[src/rtl/eth_addr_ctx_regs.sv]
// eth_addr_ctx_regs: NUM_CTX MAC/IPv4/UDP address contexts behind one register port.
// Software writes the shadow registers, then commits a context mask. The committed
// contexts are copied to the active outputs in one cycle, and only at a packet boundary
// on the snooped RX stream.
// Optional feature: define ETH_ADDR_COMMIT_TIMEOUT_EN to force the apply after
// COMMIT_TIMEOUT consecutive wait cycles. A forced apply is flagged in STATUS[16].
module eth_addr_ctx_regs #(
  parameter int          NUM_CTX        = 2,
  parameter int          REG_AWIDTH     = 14,
  parameter int          BASE           = 0,
  parameter int          CTX_STRIDE     = 'h20,
  parameter logic [47:0] DEFAULT_MAC    = 48'h00802f16c52f,
  parameter logic [31:0] DEFAULT_IP     = {8'd192, 8'd168, 8'd1, 8'd10},
  parameter logic [15:0] DEFAULT_UDP    = 16'd49153,
  parameter int          COMMIT_TIMEOUT = 4096
) (
  input  logic                    clk,
  input  logic                    reset_n,
  input  logic                    reg_wr_req,
  input  logic [REG_AWIDTH-1:0]   reg_wr_addr,
  input  logic [31:0]             reg_wr_data,
  input  logic                    reg_rd_req,
  input  logic [REG_AWIDTH-1:0]   reg_rd_addr,
  output logic                    reg_rd_resp,
  output logic [31:0]             reg_rd_data,
  input  logic                    mon_tvalid,
  input  logic                    mon_tready,
  input  logic                    mon_tlast,
  output logic [48*NUM_CTX-1:0]   my_mac,
  output logic [32*NUM_CTX-1:0]   my_ip,
  output logic [16*NUM_CTX-1:0]   my_udp_port,
  output logic [NUM_CTX-1:0]      ctx_en,
  output logic                    cfg_busy
);

  localparam logic [1:0] ST_IDLE  = 2'd0;
  localparam logic [1:0] ST_WAIT  = 2'd1;
  localparam logic [1:0] ST_APPLY = 2'd2;

  localparam logic [REG_AWIDTH-1:0] OFF_COMMIT = REG_AWIDTH'('h1000);
  localparam logic [REG_AWIDTH-1:0] OFF_STATUS = REG_AWIDTH'('h1004);
  localparam logic [REG_AWIDTH-1:0] OFF_COUNT  = REG_AWIDTH'('h1008);

  // Offset of register r inside context c, relative to BASE
  function automatic logic [REG_AWIDTH-1:0] ctx_addr(input int c, input int r);
    return REG_AWIDTH'(c * CTX_STRIDE + r);
  endfunction

  logic [47:0] sh_mac_q  [NUM_CTX];
  logic [47:0] sh_mac_d  [NUM_CTX];
  logic [31:0] sh_ip_q   [NUM_CTX];
  logic [31:0] sh_ip_d   [NUM_CTX];
  logic [15:0] sh_udp_q  [NUM_CTX];
  logic [15:0] sh_udp_d  [NUM_CTX];
  logic [47:0] act_mac_q [NUM_CTX];
  logic [47:0] act_mac_d [NUM_CTX];
  logic [31:0] act_ip_q  [NUM_CTX];
  logic [31:0] act_ip_d  [NUM_CTX];
  logic [15:0] act_udp_q [NUM_CTX];
  logic [15:0] act_udp_d [NUM_CTX];
  logic [NUM_CTX-1:0] sh_en_q, sh_en_d, act_en_q, act_en_d;
  logic [NUM_CTX-1:0] pending_q, pending_d, applied, commit_mask;
  logic [15:0]        count_q, count_d;
  logic               in_pkt_q, in_pkt_d;
  logic               busy_q, busy_d;
  logic               rd_resp_q, rd_resp_d;
  logic [31:0]        rd_data_q, rd_data_d;
  logic [REG_AWIDTH-1:0] wr_off, rd_off;
  logic               hs, boundary, force_apply, apply, status_rd, timeout_flag;
  logic [1:0]         state;
  logic [7:0]         pend8;

  assign wr_off      = reg_wr_addr - REG_AWIDTH'(BASE);
  assign rd_off      = reg_rd_addr - REG_AWIDTH'(BASE);
  assign hs          = mon_tvalid & mon_tready;
  assign boundary    = !in_pkt_q && !hs;
  assign status_rd   = reg_rd_req && (rd_off == OFF_STATUS);
  assign commit_mask = (reg_wr_req && wr_off == OFF_COMMIT) ? reg_wr_data[NUM_CTX-1:0] : '0;

`ifdef ETH_ADDR_COMMIT_TIMEOUT_EN
  logic [15:0] wait_cnt_q, wait_cnt_d;
  logic        timeout_q, timeout_d;

  assign force_apply  = (pending_q != '0) && !boundary && (wait_cnt_q >= 16'(COMMIT_TIMEOUT));
  assign timeout_flag = timeout_q;

  // Wait-cycle counter and sticky timeout flag (a new timeout wins over a clearing read)
  always_comb begin
    wait_cnt_d = (state == ST_WAIT) ? wait_cnt_q + 16'd1 : 16'd0;
    timeout_d  = (timeout_q && !status_rd) || (apply && force_apply);
  end

  // Timeout state registers
  always_ff @(posedge clk or negedge reset_n) begin
    if (!reset_n) begin
      wait_cnt_q <= 16'd0;
      timeout_q  <= 1'b0;
    end else begin
      wait_cnt_q <= wait_cnt_d;
      timeout_q  <= timeout_d;
    end
  end
`else
  assign force_apply  = 1'b0;
  assign timeout_flag = 1'b0;
`endif

  // Commit FSM: APPLY is the cycle in which pending contexts are copied to active
  always_comb begin
    if (pending_q == '0)               state = ST_IDLE;
    else if (boundary || force_apply)  state = ST_APPLY;
    else                               state = ST_WAIT;
    apply = (state == ST_APPLY);
  end

  // Shadow writes, shadow->active copy, pending/count bookkeeping and packet tracking
  always_comb begin
    sh_mac_d  = sh_mac_q;
    sh_ip_d   = sh_ip_q;
    sh_udp_d  = sh_udp_q;
    sh_en_d   = sh_en_q;
    act_mac_d = act_mac_q;
    act_ip_d  = act_ip_q;
    act_udp_d = act_udp_q;
    act_en_d  = act_en_q;
    count_d   = count_q;
    applied   = '0;
    // The copy reads the _q shadows, so a same-cycle shadow write is not applied yet
    if (apply) begin
      applied = pending_q;
      count_d = count_q + 16'd1;
      for (int c = 0; c < NUM_CTX; c++) begin
        if (pending_q[c]) begin
          act_mac_d[c] = sh_mac_q[c];
          act_ip_d[c]  = sh_ip_q[c];
          act_udp_d[c] = sh_udp_q[c];
          act_en_d[c]  = sh_en_q[c];
        end
      end
    end
    pending_d = (pending_q & ~applied) | commit_mask;
    busy_d    = |pending_d;
    if (reg_wr_req) begin
      for (int c = 0; c < NUM_CTX; c++) begin
        if (wr_off == ctx_addr(c, 'h00)) sh_mac_d[c][31:0]  = reg_wr_data;
        if (wr_off == ctx_addr(c, 'h04)) sh_mac_d[c][47:32] = reg_wr_data[15:0];
        if (wr_off == ctx_addr(c, 'h08)) sh_ip_d[c]         = reg_wr_data;
        if (wr_off == ctx_addr(c, 'h0C)) sh_udp_d[c]        = reg_wr_data[15:0];
        if (wr_off == ctx_addr(c, 'h10)) sh_en_d[c]         = reg_wr_data[0];
      end
    end
    in_pkt_d = in_pkt_q;
    if (hs) in_pkt_d = !mon_tlast;
  end

  // Read decode: mapped addresses produce a response one cycle later
  always_comb begin
    pend8                = '0;
    pend8[NUM_CTX-1:0]   = pending_q;
    rd_resp_d            = 1'b0;
    rd_data_d            = rd_data_q;
    if (reg_rd_req) begin
      if (rd_off == OFF_STATUS) begin
        rd_resp_d = 1'b1;
        rd_data_d = {15'd0, timeout_flag, 8'd0, pend8};
      end else if (rd_off == OFF_COUNT) begin
        rd_resp_d = 1'b1;
        rd_data_d = {16'd0, count_q};
      end
      for (int c = 0; c < NUM_CTX; c++) begin
        if (rd_off == ctx_addr(c, 'h00)) begin
          rd_resp_d = 1'b1;
          rd_data_d = sh_mac_q[c][31:0];
        end
        if (rd_off == ctx_addr(c, 'h04)) begin
          rd_resp_d = 1'b1;
          rd_data_d = {16'd0, sh_mac_q[c][47:32]};
        end
        if (rd_off == ctx_addr(c, 'h08)) begin
          rd_resp_d = 1'b1;
          rd_data_d = sh_ip_q[c];
        end
        if (rd_off == ctx_addr(c, 'h0C)) begin
          rd_resp_d = 1'b1;
          rd_data_d = {16'd0, sh_udp_q[c]};
        end
        if (rd_off == ctx_addr(c, 'h10)) begin
          rd_resp_d = 1'b1;
          rd_data_d = {31'd0, sh_en_q[c]};
        end
      end
    end
  end

  // State registers; reset restores every context to its defaults
  always_ff @(posedge clk or negedge reset_n) begin
    if (!reset_n) begin
      for (int c = 0; c < NUM_CTX; c++) begin
        sh_mac_q[c]  <= DEFAULT_MAC;
        sh_ip_q[c]   <= DEFAULT_IP;
        sh_udp_q[c]  <= DEFAULT_UDP;
        act_mac_q[c] <= DEFAULT_MAC;
        act_ip_q[c]  <= DEFAULT_IP;
        act_udp_q[c] <= DEFAULT_UDP;
      end
      sh_en_q   <= NUM_CTX'(1);
      act_en_q  <= NUM_CTX'(1);
      pending_q <= '0;
      count_q   <= 16'd0;
      in_pkt_q  <= 1'b0;
      busy_q    <= 1'b0;
      rd_resp_q <= 1'b0;
      rd_data_q <= 32'd0;
    end else begin
      sh_mac_q  <= sh_mac_d;
      sh_ip_q   <= sh_ip_d;
      sh_udp_q  <= sh_udp_d;
      sh_en_q   <= sh_en_d;
      act_mac_q <= act_mac_d;
      act_ip_q  <= act_ip_d;
      act_udp_q <= act_udp_d;
      act_en_q  <= act_en_d;
      pending_q <= pending_d;
      count_q   <= count_d;
      in_pkt_q  <= in_pkt_d;
      busy_q    <= busy_d;
      rd_resp_q <= rd_resp_d;
      rd_data_q <= rd_data_d;
    end
  end

  // Flatten the active contexts onto the output buses
  always_comb begin
    my_mac      = '0;
    my_ip       = '0;
    my_udp_port = '0;
    for (int c = 0; c < NUM_CTX; c++) begin
      my_mac[c*48 +: 48]      = act_mac_q[c];
      my_ip[c*32 +: 32]       = act_ip_q[c];
      my_udp_port[c*16 +: 16] = act_udp_q[c];
    end
    ctx_en      = act_en_q;
    cfg_busy    = busy_q;
    reg_rd_resp = rd_resp_q;
    reg_rd_data = rd_data_q;
  end

endmodule
[config.mk]
export PLATFORM = sky130hd
export DESIGN_NAME = eth_addr_ctx_regs
export DESIGN_NICKNAME = d
export VERILOG_FILES = /design/src/rtl/eth_addr_ctx_regs.sv
export SDC_FILE = /design/constraint.sdc
export NUM_CORES = 1
export LEC_CHECK = 0
export CAP_MARGIN = 15
export CORE_ASPECT_RATIO = 0.8
export CORE_MARGIN = 2
export CORE_UTILIZATION = 55
export DETAILED_ROUTE_END_ITERATION = 6
export GPL_ROUTABILITY_DRIVEN = 0
export PLACE_DENSITY = 0.82
export SLEW_MARGIN = 20
export SYNTH_ARGS = -nofsm -noshare
export SYNTH_HDL_FRONTEND = slang
export SYNTH_SLANG_ARGS = --single-unit
[constraint.sdc]
create_clock -name clk -period 3.8 [get_ports clk]
set_input_delay 0.57 -clock clk [delete_from_list [all_inputs] [get_ports clk]]
set_output_delay 0.57 -clock clk [all_outputs]
set_load 0.05 [all_outputs]
==> results.toml <==
[outcome]
status = "completed"

[synthesis]
ys_ff_latch = 441
synth_edf_count = 0
synth.distinct_cells = 58
async_flop_share_pct = 100
ys_warn_count = 0
syn_inst = 1327
seq_area_frac_synth_pct = 60.5
synth_area_mm2 = 0.0185
ys.flop_type = "dfrtp_1"
avgSynthCellArea_um2 = 13.9
synth_nets = 1395

[critical_path]
path_delay_family = "buffers and inverters"
path_max_fanout = 35
crit_buf_inv = 2
critical_path_required_ns = 4.23
crit_chain = "clkdlybuf4s50_1, xor2_1, nand4_1, a21oi_1, o31ai_4, buf_4, nor2b_1, a21oi_1"
worstSetupPathType = "in2reg"
cp_slowest_cell = "o31ai_4"
start_kind = "input port"
endpoint_kind = "flop"
crit_path_frequent_cell = "a21oi_1"
slowest_delay_ns = 0.85
crit_arrival_ns = 3.39

[sta]
hold_violations = 0
fmax_mhz = 338
layout_min_cycle_time_ns = 2.96
rsz0062_at_grt = "false"
fin_crit_sh_pct = 77.9
timing.setup.tns_ns = 0
fin_skew_ns = 0.0215
setup_viol = 0
worst_pin_slew_ns = 0.996
drv_slew = 0
relSlewSlack_pct = 33.6

[global_route]
grtUsageTotal_pct = 29.5
grt_max_degree = 110
antenna_found_initial = 8
grt_pass1_vias = 13300
overflow = 0
grt_pass1_wl_um = 79400

[layout]
syn_to_final_growth_pct = 27.8
fillerInstances = 2251
drive_gt1_share_pct = 38.4
finish.instance_area_mm2 = 0.0236
fin_nets = 1707

[clocking]
cts_sinks = 441
clkSlewWorstSetupHoldPaths_ns = 0.06
post-cts-setup-buffers = 0
cts_buffers = 43
worstSkewPairLatency_ns = 0.56
cts_tree = "done"
clk_path_buf_depth = 3
cts-root-buf = "clkbuf_16"
cts-htree-levels = 2

[die]
rows = 60
initial_utilization_pct = 55.5
fp.dieW_um = 209
io_pins = 295
dieArea_mm2 = 0.0351
core-area_mm2 = 0.0333
die_h_um = 168

[detailed_routing]
wire_per_inst_um = 24.2
drt_iter0_drc = 1057
drt-vias-per-instance = 6.04
ant_nets = 0
num_vias = 12800
drt-total-wl_um = 51200
drc = 0
dr.pass1.iters = 6

[pwr]
p_leak_uw = 0.0109
ir_worst_vdd_mv = 0.312
power.density_mw_per_mm2 = 399

[placed_design]
dp_hpwl_um = 34500
dpl_cell_area_mm2 = 0.0221
numPortBuffers = 294

[job]
maxCapViolCount = 0

[hold_path]
hp-class = "reg2reg"
-- flip-flops by register name (all words and copies together) (netlist names) --
register     flops
my_mac          96
sh_mac_q        96
my_ip           64
sh_ip_q         64
my_udp_port     32
reg_rd_data     32
sh_udp_q        32
count_q         16
ctx_en           2
pending_q        2
sh_en_q          2
cfg_busy         1
in_pkt_q         1
reg_rd_resp      1
-- per-stage QoR --
step	std cells	total power (uW)	setup WS [ns]	hold slack [ns]	util, %
after floorplan	1327	4860	1.31	0.274	-
final	2114	9430	0.841	0.485	70.9
after detailed placement	2027	5100	0.371	0.469	66.4
after global routing	2114	9740	0.694	0.495	70.9
after global placement	2027	5090	0.489	0.466	66.4
after CTS	2108	9500	0.921	0.480	70.8
-- path summary, 6_finish.rpt --
kind / from / end / slack [ns] / depth (start not counted)
max: reg_rd_addr[3] / reg_rd_data[0] / 0.84 / 8
min: count_q[15] / count_q[15] / 0.48 / 1
max reg2reg: in_pkt_q / count_q[12] / 1.45 / 5
min reg2reg: count_q[15] / count_q[15] / 0.48 / 1
max in group asynchronous: reset_n / sh_ip_q[54] / 2.12 / 3
min in group asynchronous: reset_n / my_ip[56] / 0.54 / 2
-- metal layers --
metal	share of wire, %	wire [um]	GRT usage, %
met5	0.055	28	0
met3	7.3	3720	6.66
met1	43	21900	40.8
met2	47	23900	46.4
met4	3.3	1670	10.2
-- kinds of logic after synthesis --
| group | count (synthesis) | share of synthesized area (%) |
|---|---|---|
| buffers and inverters | 82 | 1.73 |
| AND/OR/NAND/NOR | 194 | 5.37 |
| XOR/XNOR | 18 | 0.853 |
| AO/OA/AOI/OAI | 196 | 7.46 |
| flip-flops | 441 | 60.5 |
| multiplexers | 395 | 24.0 |
| adder cells (fa/ha/maj) | 1 | 0.0677 |
-- power breakdown --
part | total, uW | switching, uW | internal [uW]
registers | 4710 | 5.30 | 4710
clock network | 4420 | 1790 | 2630
logic | 299 | 199 | 100
total | 9430 | 2000 | 7430
-- worst register-to-register path: cells and delay by family, from the launching register on --
| family | cells | cell delay (ns) |
|---|---|---|
| xor+xnor | 1 | 0.15 |
| simple gates | 3 | 1.06 |
| flops | 1 | 0.38 |
| compound gates | 1 | 0.68 |
-- what timing repair did --
action / 4_1_cts / 5_1_grt
endpoints found under the hold margin: 45 / 0
hold buffers: 1 / 0
resized for setup: 0 / 0
-- Yosys cell counts (17+ instances only) --
cell type	instances	area [um2]
mux2_2	390	4390
dfrtp_1	323	8080
dfstp_2	118	3100
nor2_1	68	255
nand2_1	41	154
clkbuf_1	39	146
a21oi_1	31	155
o21ai_1	26	130
buf_1	23	86.3
o2bb2ai_1	20	175
a22o_1	19	166
nor3_1	18	90.1
a221oi_1	17	149
-- cells in the final DEF (no fill, tap or decap), types with 4 or more instances in the layout --
| cell | instances |
|---|---|
| a21boi_0 | 10 |
| a21o_1 | 13 |
| a21oi_1 | 31 |
| a221oi_1 | 17 |
| a22o_1 | 19 |
| a22oi_1 | 10 |
| a31oi_1 | 4 |
| and3_1 | 4 |
| buf_12 | 4 |
| buf_4 | 40 |
| bufinv_16 | 4 |
| clkbuf_1 | 11 |
| clkbuf_16 | 43 |
| clkbuf_8 | 13 |
| clkdlybuf4s50_1 | 293 |
| clkinv_2 | 5 |
| dfrtp_1 | 323 |
| dfstp_2 | 118 |
| diode_2 | 6 |
| inv_1 | 10 |
| mux2_2 | 390 |
| mux2i_1 | 4 |
| nand2_1 | 38 |
| nand2b_1 | 4 |
| nand3_1 | 9 |
| nand4_1 | 13 |
| nor2_1 | 68 |
| nor2b_1 | 5 |
| nor3_1 | 17 |
| o21ai_0 | 10 |
| o21ai_1 | 26 |
| o221ai_1 | 4 |
| o22ai_1 | 13 |
| o2bb2ai_1 | 20 |
| o31a_1 | 4 |
| o31ai_1 | 5 |
| xnor2_1 | 11 |
| xor2_1 | 7 |
-- area by class of cell --
class	instances	area, um2	share of cell area [%]
Antenna cell	6	15.0	0.0636
Clock buffer	67	1300	5.49
Clock inverter	13	179	0.757
Inverter	10	37.5	0.159
Multi-Input combinational cell	804	7030	29.8
Sequential cell	441	11200	47.3
Tap cell	434	543	2.30
Timing Repair Buffer	339	3340	14.1
Note: power is estimated with default switching activity, not from simulation.
